--- config.mk ---
export PLATFORM = sky130hd
export DESIGN_NAME = timer_bank
export DESIGN_NICKNAME = d
export VERILOG_FILES = /design/src/rtl/timer_bank.sv
export SDC_FILE = /design/constraint.sdc
export NUM_CORES = 1
export LEC_CHECK = 0
export ABC_CLOCK_PERIOD_IN_PS = 6100
export CAP_MARGIN = 0
export CORE_MARGIN = 8
export CORE_UTILIZATION = 40
export CTS_CLUSTER_SIZE = 25
export DETAILED_ROUTE_END_ITERATION = 16
export SLEW_MARGIN = 20
export SYNTH_ARGS = -nofsm -noshare
export SYNTH_HDL_FRONTEND = slang
export SYNTH_SLANG_ARGS = --single-unit
--- constraint.sdc ---
create_clock -name clk -period 6.1 [get_ports clk]
set_clock_uncertainty 0.15 [all_clocks]
set_input_delay 1.525 -clock clk [delete_from_list [all_inputs] [get_ports clk]]
set_output_delay 1.525 -clock clk [all_outputs]
set_load 0.1 [all_outputs]
--- src/rtl/timer_bank.sv ---
// timer_bank: CHANNELS down-counters sharing one prescaler and load port, one-shot or periodic.
// Define TIMER_IRQ_EN to build the registered, masked irq merge; otherwise irq is tied low.
module timer_bank #(
    parameter int WIDTH      = 32,
    parameter int CHANNELS   = 4,
    parameter int PRESCALE_W = 8,
    parameter int CH_W       = (CHANNELS > 1) ? $clog2(CHANNELS) : 1
) (
    input  logic                      clk,
    input  logic                      rst,
    input  logic [CHANNELS-1:0]       enable,
    input  logic [PRESCALE_W-1:0]     prescale,
    input  logic                      load,
    input  logic [CH_W-1:0]           load_ch,
    input  logic                      load_mode,
    input  logic [WIDTH-1:0]          timer_load,
    input  logic [CHANNELS-1:0]       timeout_clr,
    input  logic [CHANNELS-1:0]       irq_mask,
    output logic [CHANNELS-1:0]       timeout,
    output logic [CHANNELS*WIDTH-1:0] timervalue,
    output logic                      irq
);
    logic [PRESCALE_W-1:0] pre_cnt;
    logic                  tick;

    // >= rather than == so lowering prescale mid-count wraps at once
    assign tick = pre_cnt >= prescale;

    always_ff @(posedge clk or negedge rst) begin
        if (!rst) pre_cnt <= '0;
        else      pre_cnt <= tick ? '0 : pre_cnt + PRESCALE_W'(1);
    end

    for (genvar i = 0; i < CHANNELS; i++) begin : g_ch
        logic [WIDTH-1:0] cnt, reload;
        logic             mode, to, hit, dec;
        assign hit = load && (load_ch == CH_W'(i));
        assign dec = tick && enable[i] && (cnt != '0);
        always_ff @(posedge clk or negedge rst) begin
            if (!rst) begin
                cnt    <= '0;
                reload <= '0;
                mode   <= 1'b0;
                to     <= 1'b0;
            end else if (hit) begin
                cnt    <= timer_load;
                reload <= timer_load;
                mode   <= load_mode;
                to     <= 1'b0;
            end else begin
                // periodic channels jump from 1 straight to reload, never showing 0
                if (dec) cnt <= (cnt == WIDTH'(1) && mode) ? reload : cnt - WIDTH'(1);
                if (dec && cnt == WIDTH'(1)) to <= 1'b1;
                else if (timeout_clr[i])     to <= 1'b0;
            end
        end
        assign timervalue[i*WIDTH +: WIDTH] = cnt;
        assign timeout[i] = to;
    end

`ifdef TIMER_IRQ_EN
    always_ff @(posedge clk or negedge rst) begin
        if (!rst) irq <= 1'b0;
        else      irq <= |(timeout & irq_mask);
    end
`else
    logic unused_mask;
    assign unused_mask = ^irq_mask;
    assign irq = 1'b0;
`endif
endmodule

==> results.ini <==
[outcome]
status=finished, final reports clean

[grt]
grt_pass1_vias=13840
grt_overflow=0
grt_pass1_wl_mm=82.72
track_usage=0.2358
grt_max_degree=128
grt_antenna_before_repair=0

[sta]
maxSlewHeadroom=0.2779
period_needed_ps=4502
finalCritPeriodShare=0.7380
maxClockFrequency_mhz=222.1
slew_violations=0
tightest_slew_ps=1079
rsz0062_at_grt=no
fin_tns_setup_ps=0
finalSetupViolCount=0
hold_violations=0

[synthesis]
synth_seq_cells=272
netlist_top_cells_area=dfrtp_1, nand2_1, a21oi_1
synth_top_cell_by_area=dfrtp_1
synth.distinct_cells=80
syn_area_um2=14970
syn_avg_cell_area_um2=8.239
netlist.area_leader.share=0.4547
synthArstFlopShare=1.000
ys_warn_count=0
yosysSeqAreaShare=0.4547
synth_ff_type=dfrtp_1
synth_edf_count=0
synthCells=1817
synthesis.nets=1892

[critical_path]
startpoint=prescale[7]
worstPathArrival_ps=4790
crit_fanout=17
rrSetupSlack_ps=2440
cp-end-kind=flop
reg2reg_depth=5
timing.rr.start=g_ch[1].cnt[18]$_DFFE_PN0P_
r2r-end=g_ch[1].cnt[21]$_DFFE_PN0P_
required_ps=6390
startpoint_type=input pin
path_class=in -> reg
cp-endpoint=g_ch[0].cnt[0]$_DFFE_PN0P_

[cells_and_area]
mostFrequentLayoutCells=nand2_1, dfrtp_1, clkdlybuf4s50_1
fin_util=0.4900
layout_commonest_cell=nand2_1
drive_gt1_frac=0.05769
finalNetCount=2029
area_growth_pct=21.82
n_antenna_cell=0
final_cell_count_no_fill=2450

[detailed_routing]
drc=0
ant_nets=0
vias_per_cell=5.911
wire_per_inst_um=21.76
wl_mm=53.30
vias=14480
first_pass_iters=5
drtIter0Drc=1112

[pwr]
power.density_nw_per_um2=487.6
total_power_mw=8.892
p_leak_nw=7.990
max-vdd-ir-drop_mv=0.3470

[cts]
cts-resized-gates=0
hold_buffers=0
cts_root_buf=clkbuf_16
numCtsBuffers=31
post_cts_buffers=0
cts_tree=built
insertion_delay_ps=560
clock_sinks=272
clk_path_buf_depth=3
h-tree-depth=1
clk_pin_slew_ps=60

[placement]
place.gp.congestion=0.8728
dp_cells=2395
io_buffers=185
hpwl_mm=35.93

[floorplanning]
die_h_um=209.5
dieWidth_um=209.5
num_rows=71
die_area_um2=43870
io_pins=191
coreArea_um2=37220
start_util=0.4022

[run]
cap_violations=0

[worst_hold_path]
hp-class=reg -> reg

-- registers in the layout, indices dropped and copies added (netlist names) --
| register | flops |
|---|---|
| g_ch.cnt | 128 |
| g_ch.to | 4 |
| pre_cnt | 8 |
| g_ch.reload | 128 |
| g_ch.mode | 4 |
-- final cells by class --
cell class | count | area, um^2
inverter | 45 | 168.9
tap | 474 | 593.1
multi-input combinational | 1391 | 7594
sequential | 272 | 6807
fill | 3544 | 18980
timing repair buffer | 213 | 2079
clock buffer | 49 | 963.4
clock inverter | 6 | 32.53
-- metrics by stage --
step                instance area, um^2  worst slack [ps]  hold WS, ps
floorplan                         14970              2149        284.4
global placement                  17230              1079        301.6
detailed placement                17240              1089        306.0
CTS                               18230              1682        320.8
global route                      18240              1407        339.6
finish                            18240              1598        316.4
-- cells by family (layout without fill, tap and decap cells) --
group                    after synthesis  in the layout  synth area share
other                                  1              1         0.0002505
adder cells (fa/ha/maj)               17             17           0.01421
flip-flops                           272            272            0.4547
buffers and inverters                154            313           0.04221
XOR/XNOR                              20             20           0.01170
AO/OA/AOI/OAI                        406            406            0.1775
multiplexers                          25             25           0.01697
AND/OR/NAND/NOR                      922            922            0.2825
-- power breakdown --
| part | switching, mW | total [mW] | internal [mW] |
|---|---|---|---|
| Sequential | 0.592 | 2.83 | 2.24 |
| Clock | 0.772 | 1.84 | 1.07 |
| Combinational | 3.15 | 4.22 | 1.07 |
-- worst min path at each step --
stage / start / endpoint / slack [ps] / cells past startpoint
finish: g_ch[0].reload[31]$_DFFE_PN0P_ / g_ch[0].reload[31]$_DFFE_PN0P_ / 320 / 2
global route: g_ch[0].reload[31]$_DFFE_PN0P_ / g_ch[0].reload[31]$_DFFE_PN0P_ / 340 / 2
CTS: g_ch[0].reload[31]$_DFFE_PN0P_ / g_ch[0].reload[31]$_DFFE_PN0P_ / 320 / 2
detailed placement: g_ch[3].reload[29]$_DFFE_PN0P_ / g_ch[3].reload[29]$_DFFE_PN0P_ / 310 / 2
global placement: g_ch[0].reload[31]$_DFFE_PN0P_ / g_ch[0].reload[31]$_DFFE_PN0P_ / 300 / 2
floorplan: g_ch[0].reload[20]$_DFFE_PN0P_ / g_ch[0].reload[20]$_DFFE_PN0P_ / 280 / 2
-- synthesized netlist by cell type (all sizes together), types with 18 or more instances --
| master | n |
|---|---|
| nand4 | 30 |
| o211ai | 29 |
| o21ai | 107 |
| nand2 | 465 |
| buf | 25 |
| nor2 | 134 |
| clkbuf | 84 |
| or4 | 21 |
| inv | 45 |
| a2bb2oi | 24 |
| mux2i | 22 |
| nor4 | 54 |
| dfrtp | 272 |
| nor3 | 76 |
| a31oi | 18 |
| a21oi | 108 |
| nand3 | 51 |
-- routing by layer --
layer  part of all wire  track usage  wire length [um]  up-vias
met5                  0            0                 0        -
met2               0.44       0.3598             23520      574
met3              0.077      0.04206              4078       87
met1               0.45       0.3312             23800     7067
li1                   -            -                 -     6753
met4              0.036      0.08627              1898        0
-- worst max-delay path, stage by stage --
cell,delay [ps]
clkdlybuf4s50_1,450
inv_1,40
ha_1,330
nand4_1,90
a21oi_1,210
a221o_1,750
and2_0,870
o21ai_0,180
o311ai_0,320
Note: power is estimated with default switching activity, not from simulation.
==> patch 1 (same settings) <==
`PRESCALE_W`: 8 -> 7.
--- a/src/rtl/timer_bank.sv
+++ b/src/rtl/timer_bank.sv
@@ -5,3 +5,3 @@
     parameter int CHANNELS   = 4,
-    parameter int PRESCALE_W = 8,
+    parameter int PRESCALE_W = 7,
     parameter int CH_W       = (CHANNELS > 1) ? $clog2(CHANNELS) : 1
Interface: changed (resized prescale); port bits go from 191 to 190. No check against the original RTL was run, so the function may have changed too.
==> patch 1 against the unedited design <==
Area after synthesis decreased by 0.28%. Sequential power increased by 4%. Routed wire length decreased by 0.71%. Maximum frequency increased by 2.9%. Power increased by 9.4%. Synthesized cell count decreased by 2.3%. Worst setup slack improved by 0.13 ns. Critical path depth decreased by 1. Cell area decreased by 0.16%. Sequential cell count decreased by 1. Largest cell class unchanged. Sequential share of layout area decreased by 0.076 points.
==> patch 1: results (changes against the unedited design) <==
\begin{tabular}{lr}
\hline
Metric & Value \\
\hline
\multicolumn{2}{l}{\textbf{Worst setup path}} \\
Register-to-register setup slack & 2.27 ns (-0.17 ns) \\
Crit Reg-Reg Startpoint & g\_ch[3].cnt[0] \\
R2r worst-path depth & 8 (+3) \\
Worst reg2reg path endpoint & g\_ch[3].cnt[12] \\
CP max FO & 12 (-5) \\
Worst path slowest cell & sky130\_fd\_sc\_hd\_\_o21a\_1 \\
\multicolumn{2}{l}{\textbf{Yosys}} \\
Register bit count reported by yosys & 271 (-0.37\%) \\
Most common library cells after synthesis & sky130\_fd\_sc\_hd\_\_nand2\_1 (455), sky130\_fd\_sc\_hd\_\_dfrtp\_1 (271), sky130\_fd\_sc\_hd\_\_nor2\_1 (134), sky130\_fd\_sc\_hd\_\_o21ai\_0 (91), sky130\_fd\_sc\_hd\_\_clkbuf\_1 (81) \\
\multicolumn{2}{l}{\textbf{Run status}} \\
Outcome & finished, final reports clean \\
\multicolumn{2}{l}{\textbf{Placed design}} \\
PortBufs & 184 (-0.54\%) \\
Half-perimeter wire length of the detailed placement result & 35900 um (about the same) \\
Final weighted congestion in routability-driven placement & 0.861 (-1.3\%) \\
\multicolumn{2}{l}{\textbf{Drt}} \\
Highest metal layer with signal wires & met5 \\
Number of vias in the routed layout & 14155 (-2.3\%) \\
Routed length on met2 & 23700 um (+0.54\%) \\
Initial DRC Count & 1194 (+7.4\%) \\
\multicolumn{2}{l}{\textbf{Layout}} \\
Combined flip-flop and latch cell area & 0.00678 mm2 (-0.37\%) \\
Count of plain and timing-repair buffers & 208 (-2.3\%) \\
Clock buffer count in the final layout & 40 (-18\%) \\
ClkCell Share & 0.0600 (+0.00538) \\
Number of nets in the finished design & 1975 (-2.7\%) \\
Multi-input gates & 1358 (-2.4\%) \\
Filler Cell Count & 3514 (-0.85\%) \\
\multicolumn{2}{l}{\textbf{GRT}} \\
Number of antenna violations at the first check in global routing & 3 (+3) \\
Met2 global-route usage & 0.367 (+0.00710) \\
Global-route wire length before repair & 82700 um (about the same) \\
Met3 Use GR & 0.0513 (+0.00927) \\
Pin count of the biggest net entering global routing & 127 (-0.78\%) \\
Overall track demand over capacity in global routing & 0.238 (+0.00180) \\
\multicolumn{2}{l}{\textbf{Power and ir drop}} \\
Peak ir drop on the vdd network & 0.558 mV (+61\%) \\
\hline
\end{tabular}
[patch 1: stage by stage]
step                      total power [mW]   util  hold slack, ns  instances  setup WS (ns)
final                                 9.73  0.496           0.320       2391           1.72
after floorplan                       6.37      -           0.284       1775           2.33
after CTS                             9.78  0.496           0.324       2391           1.77
after detailed placement              7.73  0.466           0.310       2337           1.19
after global routing                  10.2  0.496           0.336       2391           1.52
after global placement                7.68  0.466           0.298       2337           1.23
[patch 1: power by group]
part	internal, mW	switching (mW)
Clock	1.25	0.784
Sequential	2.28	0.669
Combinational	1.21	3.54
[patch 1: cell families after synthesis]
kind of cell             share of synthesized area
flip-flops                                   0.454
buffers and inverters                       0.0396
XOR/XNOR                                    0.0223
adder cells (fa/ha/maj)                     0.0134
other                                     0.000251
multiplexers                                0.0214
AO/OA/AOI/OAI                                0.176
AND/OR/NAND/NOR                              0.273
==> patch 2 (config.mk and constraints unchanged) <==
Without the edit above. Add an input register stage for `load_ch`, cleared by the reset; this delays it by one clock. The other inputs are not delayed to match.
--- a/src/rtl/timer_bank.sv
+++ b/src/rtl/timer_bank.sv
@@ -22,2 +22,13 @@
 );
+
+    logic [CH_W-1:0] load_ch_q;
+
+    always_ff @(posedge clk or negedge rst) begin
+        if (!rst) begin
+            load_ch_q <= '0;
+        end else begin
+            load_ch_q <= load_ch;
+        end
+    end
+
     logic [PRESCALE_W-1:0] pre_cnt;
@@ -36,3 +47,3 @@
         logic             mode, to, hit, dec;
-        assign hit = load && (load_ch == CH_W'(i));
+        assign hit = load && (load_ch_q == CH_W'(i));
         assign dec = tick && enable[i] && (cnt != '0);
Formal check against the unedited RTL: not equivalent (Yosys sat finds a counterexample within 4 cycles, from zero or initial values and one cycle with rst low).
==> patch 2 against the unedited design <==
Count of clock-buffer cells in the layout fell by 4. Via count decreased by 0.29%. Power decreased by 1.7%. Worst setup slack worse by 0.055 ns. Sequential cell count grew 2. Routed wire length grew 0.22%. Register-to-register slack worse by 0.26 ns. Cell area increased by 1.0%. Area after synthesis grew 1.5%. First-iteration DRC count increased by 1.8%. Clock power is 3% higher. Critical path type unchanged. Highest routed layer unchanged.
==> patch 2: results (changes against the unedited design) <==
\begin{tabular}{lr}
\hline
Metric & Value \\
\hline
\multicolumn{2}{l}{\textbf{Power and ir drop}} \\
Internal power component & 4.37 mW (-0.13\%) \\
Peak ir drop on the vdd network & 0.335 mV (-3.4\%) \\
Pleak & 7.96 nW (-0.34\%) \\
\multicolumn{2}{l}{\textbf{Drt}} \\
Total wirelength of the detailed-routed design & 53400 um (+0.22\%) \\
Detailed-router iteration count before antenna repair & 6 (+1) \\
Initial DRC Count & 1132 (+1.8\%) \\
Vias per std cell & 5.80 (-1.9\%) \\
\multicolumn{2}{l}{\textbf{GRT}} \\
Pin count of the biggest net entering global routing & 102 (-20\%) \\
Vias in the first global route & 14057 (+1.6\%) \\
Overall track demand over capacity in global routing & 0.234 (-0.00141) \\
Number of antenna violations at the first check in global routing & 0 (unchanged) \\
Global-route wire length before repair & 83100 um (+0.46\%) \\
\multicolumn{2}{l}{\textbf{Worst setup path}} \\
Arrival time of the worst setup path & 4.86 ns (+0.07 ns) \\
CP max FO & 25 (+8) \\
\multicolumn{2}{l}{\textbf{Yosys}} \\
Count of different cell masters after synthesis & 85 (+6.3\%) \\
Synth top area cells & sky130\_fd\_sc\_hd\_\_dfrtp\_1 (45\%), sky130\_fd\_sc\_hd\_\_nand2\_1 (11\%), sky130\_fd\_sc\_hd\_\_o21ai\_0 (3.8\%) \\
Sequential cell area fraction in the yosys report & 0.451 (-0.00363) \\
Most common library cells after synthesis & sky130\_fd\_sc\_hd\_\_nand2\_1 (446), sky130\_fd\_sc\_hd\_\_dfrtp\_1 (274), sky130\_fd\_sc\_hd\_\_nor2\_1 (148), sky130\_fd\_sc\_hd\_\_o21ai\_0 (114), sky130\_fd\_sc\_hd\_\_a21oi\_1 (85) \\
Synthesized area per cell & 8.31 um2 (+0.88\%) \\
Syn\_nets & 1904 (+0.63\%) \\
\multicolumn{2}{l}{\textbf{Placed design}} \\
Final weighted congestion in routability-driven placement & 0.854 (-2.1\%) \\
Half-perimeter wire length of the detailed placement result & 35400 um (-1.6\%) \\
Instance count after placement with tap cells included & 2432 (+1.5\%) \\
\multicolumn{2}{l}{\textbf{Layout}} \\
Layout cell share with drive strength beyond 1 & 0.0637 (+0.00604) \\
Filler Cell Count & 3623 (+2.2\%) \\
\multicolumn{2}{l}{\textbf{CTS}} \\
Total clock buffers created by CTS & 31 (unchanged) \\
\multicolumn{2}{l}{\textbf{Run status}} \\
Outcome & finished, final reports clean \\
\multicolumn{2}{l}{\textbf{STA}} \\
Remaining max-slew budget at the tightest pin & 0.253 (-0.0254) \\
\hline
\end{tabular}
patch 2: changes by cell type after synthesis, sizes merged, moves of 15 or more:
cell,unedited run,this run
o21ai,107,133
nor3,76,61
o31ai,5,26
buf,25,41
a21oi,108,89
nand2,465,448
nor2,134,149
patch 2: power groups by stage:
stage | Sequential (mW) | Combinational [mW] | Clock (mW)
global placement | 2.82 | 4.01 | 0
floorplan | 4.50 | 1.19 | 0
global route | 2.87 | 4.29 | 1.98
detailed placement | 2.83 | 4.05 | 0
finish | 2.81 | 4.05 | 1.89
CTS | 2.80 | 4.06 | 1.92
patch 2: worst paths after layout:
| check | endpoint | from | cells past startpoint | slack [ns] |
|---|---|---|---|---|
| hold / removal | g_ch[1].reload[1] | g_ch[1].reload[1] | 2 | 0.32 |
| setup reg to reg | g_ch[1].cnt[11] | g_ch[1].cnt[4] | 6 | 2.18 |
| hold reg to reg | g_ch[1].reload[1] | g_ch[1].reload[1] | 2 | 0.32 |
| setup / recovery | g_ch[2].cnt[10] | prescale[7] | 10 | 1.54 |
| max in group asynchronous | g_ch[3].reload[21] | rst | 2 | 3.79 |
| min in group asynchronous | g_ch[3].reload[17] | rst | 1 | 0.82 |
patch 2: logic make-up (layout without fill, tap and decap cells):
group           Yosys count  after routing  share of synthesized area
fa+ha+maj                17             17                     0.0140
mux                      15             15                     0.0105
buf+inv                 167            315                     0.0476
other cells               1              2                   0.000247
simple gates            895            895                      0.274
xor+xnor                 19             19                     0.0109
flops                   274            274                      0.451
compound gates          441            441                      0.192
patch 2: worst max-delay path, cell delays in order:
cell and delay (ns):
sky130_fd_sc_hd__clkdlybuf4s50_1 0.46, sky130_fd_sc_hd__inv_1 0.05, sky130_fd_sc_hd__ha_1 0.28, sky130_fd_sc_hd__and3_1 0.17, sky130_fd_sc_hd__o21ai_0 0.13, sky130_fd_sc_hd__o31ai_2 0.57, sky130_fd_sc_hd__buf_4 0.31, sky130_fd_sc_hd__and3_1 0.89
sky130_fd_sc_hd__nand2_1 0.12, sky130_fd_sc_hd__a221o_1 0.35
patch 2: through the flow:
stage	hold WS (ns)	cell area, um2	setup WS (ns)
after floorplan	0.285	15200	2.20
after global placement	0.301	17400	1.00
after detailed placement	0.304	17400	0.946
after CTS	0.319	18400	1.56
after global routing	0.334	18400	1.28
final	0.318	18400	1.54
patch 2: cell type report:
cell class	instances	area share
multi-input cells	1388	0.417
flip-flops and latches	274	0.372
repair buffers	209	0.111
clock buffers	45	0.0488
well taps	511	0.0347
inverters	50	0.0102
clock inverters	11	0.00604
diodes	1	0.000136
patch 2: metal layers:
metal	GRT usage	wire [um]
met2	0.351	23300
met4	0.0806	1700
met1	0.332	24300
met5	0	0
met3	0.0490	4120
